## config.mk

```make
export PLATFORM = sky130hd
export DESIGN_NAME = wino_output_xform_flat
export DESIGN_NICKNAME = d
export VERILOG_FILES = /design/src/rtl/wino_pkg.sv /design/src/rtl/wino_output_xform_if.sv /design/src/rtl/wino_at_pass.sv /design/src/rtl/wino_output_xform.sv /design/src/flat_wrapper.sv
export SDC_FILE = /design/constraint.sdc
export NUM_CORES = 1
export LEC_CHECK = 0
export ABC_AREA = 1
export BUFFER_PORTS_ARGS = -buffer_cell sky130_fd_sc_hd__buf_2
export CORE_UTILIZATION = 50
export DETAILED_ROUTE_END_ITERATION = 8
export PLACE_DENSITY_LB_ADDON = 0.05
export SLEW_MARGIN = 25
export SYNTH_ARGS = -nofsm -noshare
export SYNTH_HDL_FRONTEND = slang
export SYNTH_SLANG_ARGS = --single-unit
```

## constraint.sdc

```tcl
create_clock -name clk -period 15.9 [get_ports clk]
set_clock_uncertainty 0.2 [all_clocks]
set_input_delay 2.385 -clock clk [delete_from_list [all_inputs] [get_ports clk]]
set_output_delay 2.385 -clock clk [all_outputs]
set_load 0.01 [all_outputs]
```

## src/rtl/wino_pkg.sv

```systemverilog
// Shared types/constants for the F(2,3) Winograd output transform.
// Holds FSM state enum, A^T coefficients and output width growth.
package wino_pkg;

  localparam int GROW = 4;

  localparam int AT [2][4] = '{
    '{1, 1,  1,  0},
    '{0, 1, -1, -1}
  };

  typedef enum logic [1:0] {
    S_IDLE = 2'd0,
    S_COL  = 2'd1,
    S_ROW  = 2'd2,
    S_HOLD = 2'd3
  } state_e;

endpackage

```

## src/rtl/wino_output_xform_if.sv

```systemverilog
// Tile in / result out valid-ready bundle.
// slave: DUT side; master: producer/consumer side.
interface wino_output_xform_if #(
  parameter int W  = 8,
  parameter int OW = W + 4
);
  logic            in_valid;
  logic            in_ready;
  logic [16*W-1:0] in_tile;
  logic            out_valid;
  logic            out_ready;
  logic [4*OW-1:0] out_tile;

  modport slave (
    input  in_valid, in_tile, out_ready,
    output in_ready, out_valid, out_tile
  );

  modport master (
    output in_valid, in_tile, out_ready,
    input  in_ready, out_valid, out_tile
  );
endinterface

```

## src/rtl/wino_at_pass.sv

```systemverilog
// One A^T pass: 4 signed elements -> {a+b+c, b-c-d}.
// Ports: x[4] (IW bits signed), y[2] (RW bits signed, sign-extended).
module wino_at_pass
  import wino_pkg::*;
#(
  parameter int IW = 8,
  parameter int RW = 10
) (
  input  logic signed [IW-1:0] x [4],
  output logic signed [RW-1:0] y [2]
);

  always_comb begin
    for (int i = 0; i < 2; i++) begin
      y[i] = '0;
      for (int k = 0; k < 4; k++) begin
        if (AT[i][k] > 0)
          y[i] = y[i] + RW'(x[k]);
        else if (AT[i][k] < 0)
          y[i] = y[i] - RW'(x[k]);
      end
    end
  end

endmodule

```

## src/rtl/wino_output_xform.sv

```systemverilog
// F(2,3) output transform A^T*Y*A: 4 column cycles, 1 row cycle, hold.
// Ports: clk, rstn (sync, active-low), io (slave), busy.
// Build option: WINO_OUT_SAT_EN clips results to the W-bit range.
module wino_output_xform
  import wino_pkg::*;
#(
  parameter int W  = 8,
  parameter int OW = W + GROW
) (
  input  logic clk,
  input  logic rstn,
  wino_output_xform_if.slave io,
  output logic busy
);

  state_e state;
  logic [1:0] col;
  logic [4*OW-1:0] otile;

  logic signed [W-1:0]   ybuf  [16];
  logic signed [W-1:0]   col_x [4];
  logic signed [W+1:0]   col_y [2];
  logic signed [W+1:0]   t0    [4];
  logic signed [W+1:0]   t1    [4];
  logic signed [W+3:0]   r0    [2];
  logic signed [W+3:0]   r1    [2];

  function automatic logic [OW-1:0] fit(
    input logic signed [W+3:0] v
  );
`ifdef WINO_OUT_SAT_EN
    logic signed [W+3:0] hi;
    logic signed [W+3:0] lo;
    hi = {5'b00000, {(W-1){1'b1}}};
    lo = {5'b11111, {(W-1){1'b0}}};
    if (v > hi)
      return OW'(hi);
    else if (v < lo)
      return OW'(lo);
    else
      return OW'(v);
`else
    return OW'(v);
`endif
  endfunction

  // column c of Y: rows 0..3
  always_comb begin
    for (int k = 0; k < 4; k++)
      col_x[k] = ybuf[{2'(k), col}];
  end

  wino_at_pass #(.IW(W), .RW(W+2)) u_col (
    .x (col_x),
    .y (col_y)
  );

  wino_at_pass #(.IW(W+2), .RW(W+4)) u_row0 (
    .x (t0),
    .y (r0)
  );

  wino_at_pass #(.IW(W+2), .RW(W+4)) u_row1 (
    .x (t1),
    .y (r1)
  );

  assign io.in_ready  = (state == S_IDLE);
  assign io.out_valid = (state == S_HOLD);
  assign io.out_tile  = otile;
  assign busy         = (state != S_IDLE);

  always_ff @(posedge clk) begin
    if (!rstn) begin
      state <= S_IDLE;
      col   <= '0;
      otile <= '0;
      for (int k = 0; k < 16; k++)
        ybuf[k] <= '0;
      for (int k = 0; k < 4; k++) begin
        t0[k] <= '0;
        t1[k] <= '0;
      end
    end else begin
      unique case (state)
        S_IDLE: begin
          if (io.in_valid) begin
            for (int k = 0; k < 16; k++)
              ybuf[k] <= io.in_tile[k*W +: W];
            col   <= '0;
            state <= S_COL;
          end
        end
        S_COL: begin
          t0[col] <= col_y[0];
          t1[col] <= col_y[1];
          col     <= col + 2'd1;
          if (col == 2'd3)
            state <= S_ROW;
        end
        S_ROW: begin
          otile <= {fit(r1[1]), fit(r1[0]),
                    fit(r0[1]), fit(r0[0])};
          state <= S_HOLD;
        end
        S_HOLD: begin
          if (io.out_ready)
            state <= S_IDLE;
        end
      endcase
    end
  end

endmodule

```

## src/flat_wrapper.sv

```systemverilog
// flat-port wrapper written by rule: the top's interface ports become plain ports
module wino_output_xform_flat import wino_pkg::*;
#(
  parameter int W  = 8,
  parameter int OW = W + GROW
)
  (clk, rstn, busy, io_in_valid, io_in_tile, io_out_ready, io_in_ready, io_out_valid, io_out_tile);
  wino_output_xform_if #(.W(W), .OW(OW)) io_i ();
  input  logic clk;
  input  logic rstn;
  output logic busy;
  input wire logic [$bits(io_i.in_valid)-1:0] io_in_valid;
  input wire logic [$bits(io_i.in_tile)-1:0] io_in_tile;
  input wire logic [$bits(io_i.out_ready)-1:0] io_out_ready;
  output wire logic [$bits(io_i.in_ready)-1:0] io_in_ready;
  output wire logic [$bits(io_i.out_valid)-1:0] io_out_valid;
  output wire logic [$bits(io_i.out_tile)-1:0] io_out_tile;
  assign io_i.in_valid = io_in_valid;
  assign io_i.in_tile = io_in_tile;
  assign io_i.out_ready = io_out_ready;
  assign io_in_ready = io_i.in_ready;
  assign io_out_valid = io_i.out_valid;
  assign io_out_tile = io_i.out_tile;
  wino_output_xform #(.W(W), .OW(OW)) u_core (.clk(clk), .rstn(rstn), .io(io_i), .busy(busy));
endmodule
```

# Word-level counts from Yosys, hierarchy flattened
# Memories as Yosys holds them, arrays and structs flattened. A register that Yosys moved wholly into a read port is not among the register bits.
# Cells that the tools add are included.
# classes
add_sub_neg	13
order_cmp	2
n_bitwise	17
eq_ne	7
mux	39
reduce_logical	6
# ops
operator	n
$mux 8	16
$bwmux 40	2
$mux 4	8
$add 11x10->12	2
$sub 11x10->12	2
$add 10x10->11	2
$sub 10x10->11	2
$demux 10 s2	1
$or 1x1->1	16
$add 9x8->10	1
$mux 10	1
$sub 9x8->10	1
$add 8x8->9	1
$sub 8x8->9	1
$mux 2	4
$pmux 2 s4	1
$eq 2x2->1 const B	3
$mux 1	5
$ne 2x2->1 const B	2
$pmux 2 s2	1
$reduce_bool 2->1	2
$ge 3x3->1 const B	1
$lt 3x1->1 const B	1
$not 2->3	1
7 further kinds	7
# word_totals
elab_cells	96
out_inout_bits	51
mem_count	1
regBits	132
in_bits	132
ramBits	128
# memory_table
name	depth	width	rd	rd_clocked_by_memory_dff	wr	line	text
u_core.ybuf	16	8	4	4	16	wino_output_xform.sv:20	logic signed [W-1:0] ybuf [16];

# Logic depth before layout (Yosys ltp)
# Gate-level depths: netlist of run 1.
# logic_depth
ltp_word	6
depth_mapped	18
depth_no_buf	17

# Modules after synthesis
# From an unflattened synthesis of run 1, not the netlist that was laid out.
# unflattened
cells_unflattened	1894
hier_area_um2	15095.7
# modules_own_cells
module	cells_per_inst	seq_area_each_um2	area_per_inst_um2	n_inst
wino_output_xform	1188	6526.3	10556.4	1
wino_at_pass (u_core.u_row1)	267	0.0	1685.4	1
wino_at_pass (u_core.u_row0)	267	0.0	1677.9	1
wino_at_pass (u_core.u_col)	172	0.0	1176.1	1

# Least setup slack after synthesis of run 1
# Ideal clock, no wire load.
# synth_timing
kind	input port to flip-flop
startpoint	in io_in_valid
endpoint	mem u_core.ybuf[0][0] (enable)
path_slack_ps	3546
required_ps	14908
n_path_buf	0
setup_ps	792
arrival_time_ps	11362
path_stages	2
cell_sequence	inv_1 o21ai_0
# synth_rtl
element	line	text
start, declared	flat_wrapper.sv:12	input wire logic [$bits(io_i.in_valid)-1:0] io_in_valid;
end, declared	wino_output_xform.sv:20	

==> metrics.md, run 1 <==
| Metric | Value |
|---|---|
| Rel. slew slack | `29.3%` |
| Core Rows | `63` |
| Main combinational cell family by area after synthesis | `simple AND/OR/NAND/NOR gates` |
| Synth Area in Compound Gates | `11.1%` |
| CTS Hold Bufs | `0` |
| First-pass GRT wire length | `56500 um` |
| Number of global-route vias before repair | `11300` |
| Synth Area in Adders | `13.8%` |
| Mean Syn Cell Area | `8.13 um^2` |
| Worst skew pair latency | `0.55 ns` |
| Hold Vio Cnt, Final | `0` |
| Vias | `11700` |
| Crit path required time | `16.14 ns` |
| # clock sinks | `262` |
| Setup slack after layout | `11.52 ns` |
| Fin. max-slew vios | `0` |
| Core area | `29600 um^2` |
| Tcrit/Tclk final | `27.5%` |
| Post-route ant nets | `0` |
| Root buf cell | `clkbuf_16` |
| TNS Setup | `0 ns` |
| Height of the die | `175 um` |
| Seq cells post-synth | `262` |
| DRC viols | `0` |
| Worst min-delay path category | `flip-flop to flip-flop` |
| Area Overhead vs Synth | `14.4%` |
| Worst Tran Pin Value | `1.06 ns` |
| Register area share after synthesis | `43.5%` |
| Worst-path fanout max | `65` |
| Area of the multi-input gates | `6790 um^2` |
| Peak VDD IR | `0.000118 V` |
| Initial Utilization | `50.8%` |
| Die width | `175 um` |
| Sequential Area | `6530 um^2` |
| Layout cells sized above 1 | `13.1%` |
| Antenna violations before repair | `0` |
| Setup violators final | `0` |
| WS Path Type | `flip-flop to flip-flop` |
| CP Capture Type | `flip-flop` |
| Post-CTS Setup Bufs | `0` |
| Final #Nets | `2260` |
| Synth warn | `0` |
| Dominant cells by area after synthesis | `edfxtp_1, dfxtp_1, inv_1` |
| Mux cell area share after synthesis | `0%` |
| Resize count post-CTS | `0` |
| I/O Pins | `183` |
| Total of max-cap violations | `0` |
| DR iter-0 viols | `640` |
| H-tree depth | `1` |
| Post-Place Setup Slack | `11.38 ns` |
| Critical path launch point type | `flip-flop` |
| Clk buf depth | `3` |
| Number of iterations in the first detailed-routing pass | `7` |
| Vias per cell | `4.88` |
| Status | `complete, no violations` |
| Post-DP HPWL | `24900 um` |
| Total die area | `30700 um^2` |
| Leakage | `8.96 nW` |
| GRT overflow | `0` |
| FMAX | `0.229 GHz` |
| Largest area contributor in the netlist | `edfxtp_1` |
| Synthesized cell area | `15000 um^2` |
| Clock tree from TritonCTS | `yes` |
| Unrepaired setup endpoints after global routing | `no` |
| Yosys top cell area share | `25.6%` |
| IO buf count | `182` |
| Routed WL per cell | `14.3 um` |
| Final wirelength | `34500 um` |
| FILL cells | `2811` |
| Diode count | `0` |
| Gp weighted congestion | `0.861` |
| Post-Synth XOR/XNOR Area | `1.74%` |
| Total track usage | `22.8%` |
| Clk pin slew, worst setup/hold paths | `0.06 ns` |
| Clock buffer count from CTS | `29` |
| Power Density | `182 nW/um^2` |
| Area fraction in and, or, nand and nor cells after synthesis | `18.5%` |
| Mapped Nets | `2108` |
| Fin crit period | `4.38 ns` |
| Largest net degree at the start of global routing | `82` |
| Cells after synthesis | `1846` |
| Synth cell types | `42` |
| Worst EP arrival | `4.62 ns` |
==> Yosys cell counts, drive strengths merged <==
master,count
clkinv,1
a211oi,1
dfxtp,134
clkbuf,46
a32o,10
xnor2,7
a21boi,4
nand3b,2
o211ai,2
nand4,11
nand3,87
o221ai,1
fa,59
o21ai,123
xor2,22
nor3,4
nor2,290
edfxtp,128
a32oi,8
or2,3
o22ai,13
o21bai,9
a21oi,126
buf,26
nand2,284
ha,71
inv,370
a21o,2
and2,2
==> critical path, stage by stage (launching register included) <==
cell and delay, ns:
dfxtp_2 0.31, buf_4 0.33, inv_2 0.30, buf_4 0.49, o21ai_0 0.14, o22ai_1 0.62, fa_1 0.55, ha_1 0.38
inv_1 0.09, o21ai_0 0.27, a21oi_1 0.10, nand4_1 0.19, nand3_1 0.10, nand2_1 0.10, inv_1 0.04
==> flip-flops by register name, summed over array words and instances (netlist names), named ones only <==
signal	flops
u_core.io.out_tile	48
u_core.state	2
u_core.ybuf	128
u_core.t1	40
u_core.col	2
u_core.t0	40
==> routing by layer <==
metal  up-vias  part of all wire (%)  track usage (%)
met3        41                   4.1             3.01
li1       6100                     -                -
met2       238                    46             38.6
met1      5362                    48             30.8
met4         0                   2.3             5.72
met5         -                     0                0
==> final cells by class <==
| cell class | count | area share [%] |
|---|---|---|
| clock inverter | 10 | 1.01 |
| sequential | 262 | 38.0 |
| clock buffer | 41 | 4.72 |
| tap | 390 | 2.84 |
| timing repair buffer | 193 | 5.78 |
| multi-input combinational | 1141 | 39.5 |
| inverter | 371 | 8.11 |
==> final timing paths <==
| kind | start | to | slack [ns] | depth (start not counted) |
|---|---|---|---|---|
| hold reg to reg | u_core.io.out_tile[47] | u_core.io.out_tile[47] | 0.27 | 2 |
| setup reg to reg | flip-flop | u_core.t1[29] | 11.52 | 14 |
| hold / removal | u_core.io.out_tile[47] | u_core.io.out_tile[47] | 0.27 | 2 |
| setup / recovery | flip-flop | u_core.t1[29] | 11.52 | 14 |
==> power breakdown <==
part           switching [W]  leakage (nW)  internal (W)
Combinational       0.000989          6.02      0.000502
Sequential         0.0000639          2.45      0.000869
Clock               0.000265         0.483      0.000432
Total                0.00132          8.96       0.00180
==> kinds of logic after synthesis <==
group	count (synthesis)
compound gates	299
xor+xnor	29
fa+ha+maj	130
buf+inv	443
flops	262
simple gates	683
==> layout by cell type, fill, tap and decap left out, drive strengths merged, types with 2 or more instances in the layout <==
master / Yosys / final
a32oi: 8 / 8
o211ai: 2 / 2
nor3: 4 / 4
o22ai: 13 / 13
nand4: 11 / 11
inv: 370 / 368
nand3b: 2 / 2
nor2: 290 / 290
bufinv: 0 / 5
a21o: 2 / 2
xnor2: 7 / 7
o21ai: 123 / 123
edfxtp: 128 / 128
clkbuf: 46 / 41
nand3: 87 / 87
clkinv: 1 / 8
a21boi: 4 / 4
a32o: 10 / 10
o21bai: 9 / 9
or2: 3 / 3
buf: 26 / 193
ha: 71 / 71
and2: 2 / 2
dfxtp: 134 / 134
nand2: 284 / 284
fa: 59 / 59
a21oi: 126 / 126
xor2: 22 / 22
==> metrics by stage <==
stage          hold slack, ns  total power [W]  cells  utilization [%]  instance area, um^2
2_1_floorplan           0.247          0.00204   1846                -                15000
3_5_place_dp            0.261          0.00243   2357             54.8                16200
3_3_place_gp            0.255          0.00241   2357             54.8                16200
6_report                0.272          0.00312   2408             58.1                17200
4_1_cts                 0.273          0.00314   2408             58.1                17200
5_1_grt                 0.301          0.00338   2408             58.1                17200
(Power assumes the default switching activity.)
==> run 2: changes to the inputs <==
Settings changed: ABC_AREA 1 to 0.
Clock period 15.9 ns to 4.3 ns, I/O delays scaled along.
==> run 2 against run 1 <==
Clock power rose to 3.4 times the previous value; worst hold slack got worse by 0.085 ns; cell count fell by 22%; die area is 5.0% lower; wire length is 6.4% lower; count of clock-buffer cells in the layout is 6 lower; design area fell by 4.0%.
==> metrics.md, run 2 <==
| Metric | Value |
|---|---|
| Status | `complete, no violations` |
| Post-CTS Setup Bufs | `0 (unchanged)` |
| Rel. slew slack | `44.4% (+15 points)` |
| Largest area contributor in the netlist | `edfxtp_1` |
| Top post-synthesis cells by count | `and2_1, dfxtp_1, edfxtp_1` |
| Gp weighted congestion | `0.850 (-1.3%)` |
| WS Path Type | `flip-flop to flip-flop` |
| Mapped Nets | `1577 (-25%)` |
| Worst path slowest cell | `mux4_2` |
| IO buf count | `182 (unchanged)` |
| Core area | `27900 um^2 (-5.5%)` |
| DR iter-0 viols | `611 (-4.5%)` |
| Layout cells sized above 1 | `19.6% (+6.5 points)` |
| # clock sinks | `262 (unchanged)` |
| Number of global-route vias before repair | `9652 (-15%)` |
| Area of the multi-input gates | `7090 um^2 (+4.4%)` |
| FILL cells | `2431 (-14%)` |
| Seq cells post-synth | `262 (unchanged)` |
| Clock tree from TritonCTS | `yes` |
| Asr flop ratio synth | `0% (unchanged)` |
| Unrepaired setup endpoints after global routing | `no` |
| Total of max-cap violations | `0 (unchanged)` |
| Total die area | `29200 um^2 (-5.0%)` |
| EDFF count, synth | `128 (unchanged)` |
| CP Capture Type | `flip-flop` |
| Critical path launch point type | `flip-flop` |
| Hold Vio Cnt, Final | `0 (unchanged)` |
| Commonest cells after routing, fill and taps aside | `buf_2, dfxtp_1, and2_1` |
| WHS | `0.187 ns (-0.0852 ns)` |
| Dominant cells by area after synthesis | `edfxtp_1, dfxtp_1, fa_1` |
| Root buf cell | `clkbuf_16` |
| Post-DP HPWL | `24300 um (-2.5%)` |
| TNS Setup | `0 ns (unchanged)` |
| Fin. max-slew vios | `0 (unchanged)` |
| Max reg flops | `128 (unchanged)` |
| Worst skew pair latency | `0.53 ns (-0.02 ns)` |
| Synth warn | `0 (unchanged)` |
| First-pass GRT wire length | `51000 um (-9.7%)` |
| Post-Place Cells | `1827 (-22%)` |
| Setup violators final | `0 (unchanged)` |
| Worst min-delay path category | `primary input to flip-flop` |
| Cells after synthesis | `1315 (-29%)` |
| Vias per cell | `5.36 (+9.8%)` |
| Non-filler instance count after layout | `1876 (-22%)` |
| Setup slack after layout | `0.555 ns (-10.97 ns)` |
| Register area share after synthesis | `45.8% (+2.3 points)` |
| Synth Flop Type | `dfxtp_1` |
| Yosys top cell area share | `27.0% (+1.4 points)` |
| Antenna violations before repair | `0 (unchanged)` |
| Final #Nets | `1740 (-23%)` |
| Height of the die | `171 um (-2.5%)` |
| CTS Hold Bufs | `0 (unchanged)` |
| Critical-path cell list | `buf_12 > mux4_2 > fa_1 > fa_1 > a21o_1 > a21oi_1 > o21ai_1 > o21a_1 > a21oi_1` |
| Clk buf depth | `3 (unchanged)` |
| FMAX | `0.267 GHz (+17%)` |
| Mean Syn Cell Area | `10.8 um^2 (+33%)` |
| Resize count post-CTS | `0 (unchanged)` |
| Peak VDD IR | `0.000401 V (+240%)` |
| Power Density | `650 nW/um^2 (+260%)` |
| Fin crit period | `3.75 ns (-0.630 ns)` |
| Post-Place Setup Slack | `0.549 ns (-10.83 ns)` |
| Worst EP arrival | `4.00 ns (-0.62 ns)` |
| Worst Tran Pin Value | `0.834 ns (-0.225 ns)` |
| Area Overhead vs Synth | `15.6%` |
| Die width | `171 um (-2.5%)` |
| Leakage | `6.82 nW (-24%)` |
| Diode count | `0 (unchanged)` |
| Sequential Area | `6530 um^2 (unchanged)` |
| Tcrit/Tclk final | `87.1% (+60 points)` |
| Vias | `10000 (-14%)` |
| Final wirelength | `32300 um (-6.4%)` |
| DRC viols | `0 (unchanged)` |
| CP peak stage delay | `0.58 ns (-0.04 ns)` |
| H-tree depth | `1 (unchanged)` |
| Number of iterations in the first detailed-routing pass | `5 (-2)` |
| Clock buffer count from CTS | `27 (-6.9%)` |
| Most common cell after layout, fill and taps aside | `buf_2` |
| Core Rows | `61 (-3.2%)` |
| Crit path required time | `4.56 ns (-11.58 ns)` |
| Routed WL per cell | `17.2 um (+20%)` |
| Post-route ant nets | `0 (unchanged)` |
| Synth cell types | `59 (+40%)` |
| Worst-path fanout max | `20 (-69%)` |
| Largest Register | `u_core.ybuf` |
| Initial Utilization | `51.0% (+0.25 points)` |
| Largest net degree at the start of global routing | `98 (+20%)` |
| Total track usage | `22.5% (-0.26 points)` |
| Clk pin slew, worst setup/hold paths | `0.06 ns (about the same)` |
| GRT overflow | `0 (unchanged)` |
| Synthesized cell area | `14300 um^2 (-5.0%)` |
| I/O Pins | `183 (unchanged)` |
==> run 2: cell count changes in the layout (fill, tap and decap cells not counted), moves of 17 or more <==
cell and delta:
mux4_2 +32, nor2_1 -202, and2_1 +130, a211oi_1 +41, mux2i_1 +17, o21ai_0 -58
a21oi_1 -46, nand2_1 -205, nand3_1 -43, inv_1 -259
==> run 2: layout make-up <==
| cell class | count | area share (%) |
|---|---|---|
| timing repair buffer | 201 | 6.71 |
| multi-input combinational | 880 | 43.0 |
| tap | 378 | 2.87 |
| clock inverter | 14 | 0.956 |
| inverter | 106 | 2.41 |
| clock buffer | 35 | 4.46 |
| sequential | 262 | 39.6 |
==> run 2: per-stage QoR <==
stage | total power (W) | utilization [%] | instance area, um^2
floorplan | 0.00701 | - | 14300
finish | 0.0107 | 59.0 | 16500
CTS | 0.0108 | 59.0 | 16500
global route | 0.0115 | 59.0 | 16500
detailed placement | 0.00841 | 55.8 | 15600
global placement | 0.00835 | 55.8 | 15600
==> run 2: kinds of logic (layout without fill, tap and decap cells) <==
logic type	after synthesis	after routing	share of synthesized area, %
buffers and inverters	173	356	4.63
muxes	53	53	6.56
adders and majority gates	130	130	14.5
xor gates and xnor gates	22	22	1.40
and+or+nand+nor	407	407	14.8
AOI/OAI and AO/OA	268	268	12.3
DFF	262	262	45.8
==> run 2: layer usage <==
metal | wire, um | GRT usage, % | vias to the layer above
met3 | 1620 | 2.87 | 48
met1 | 15500 | 32.2 | 4706
li1 | - | - | 4995
met4 | 733 | 5.28 | 0
met5 | 0 | 0 | -
met2 | 14400 | 36.5 | 297
==> run 2: critical path: cells and delay by family (launching register included) <==
family | cells | cell delay, ns
AO/OA/AOI/OAI | 5 | 1.13
adder cells (fa/ha/maj) | 2 | 1.01
buffers and inverters | 1 | 0.24
flip-flops | 1 | 0.50
multiplexers | 1 | 0.58
==> run 2: path summary, 6_finish.rpt <==
path	slack, ns	end	startpoint	cells after the start
worst max-delay path	0.55	u_core.t0[29]	flip-flop	9
worst min-delay path	0.19	u_core.ybuf[9][5]	io_in_tile[77]	2
worst max register to register	0.55	u_core.t0[29]	flip-flop	9
worst min register to register	0.26	u_core.t0[5]	u_core.t0[5]	2
==> run 2: report_power, final <==
group          switching [W]  internal [W]  total (W)
registers           0.000249       0.00318    0.00343
logic                0.00301       0.00194    0.00494
clock network       0.000958       0.00139    0.00234
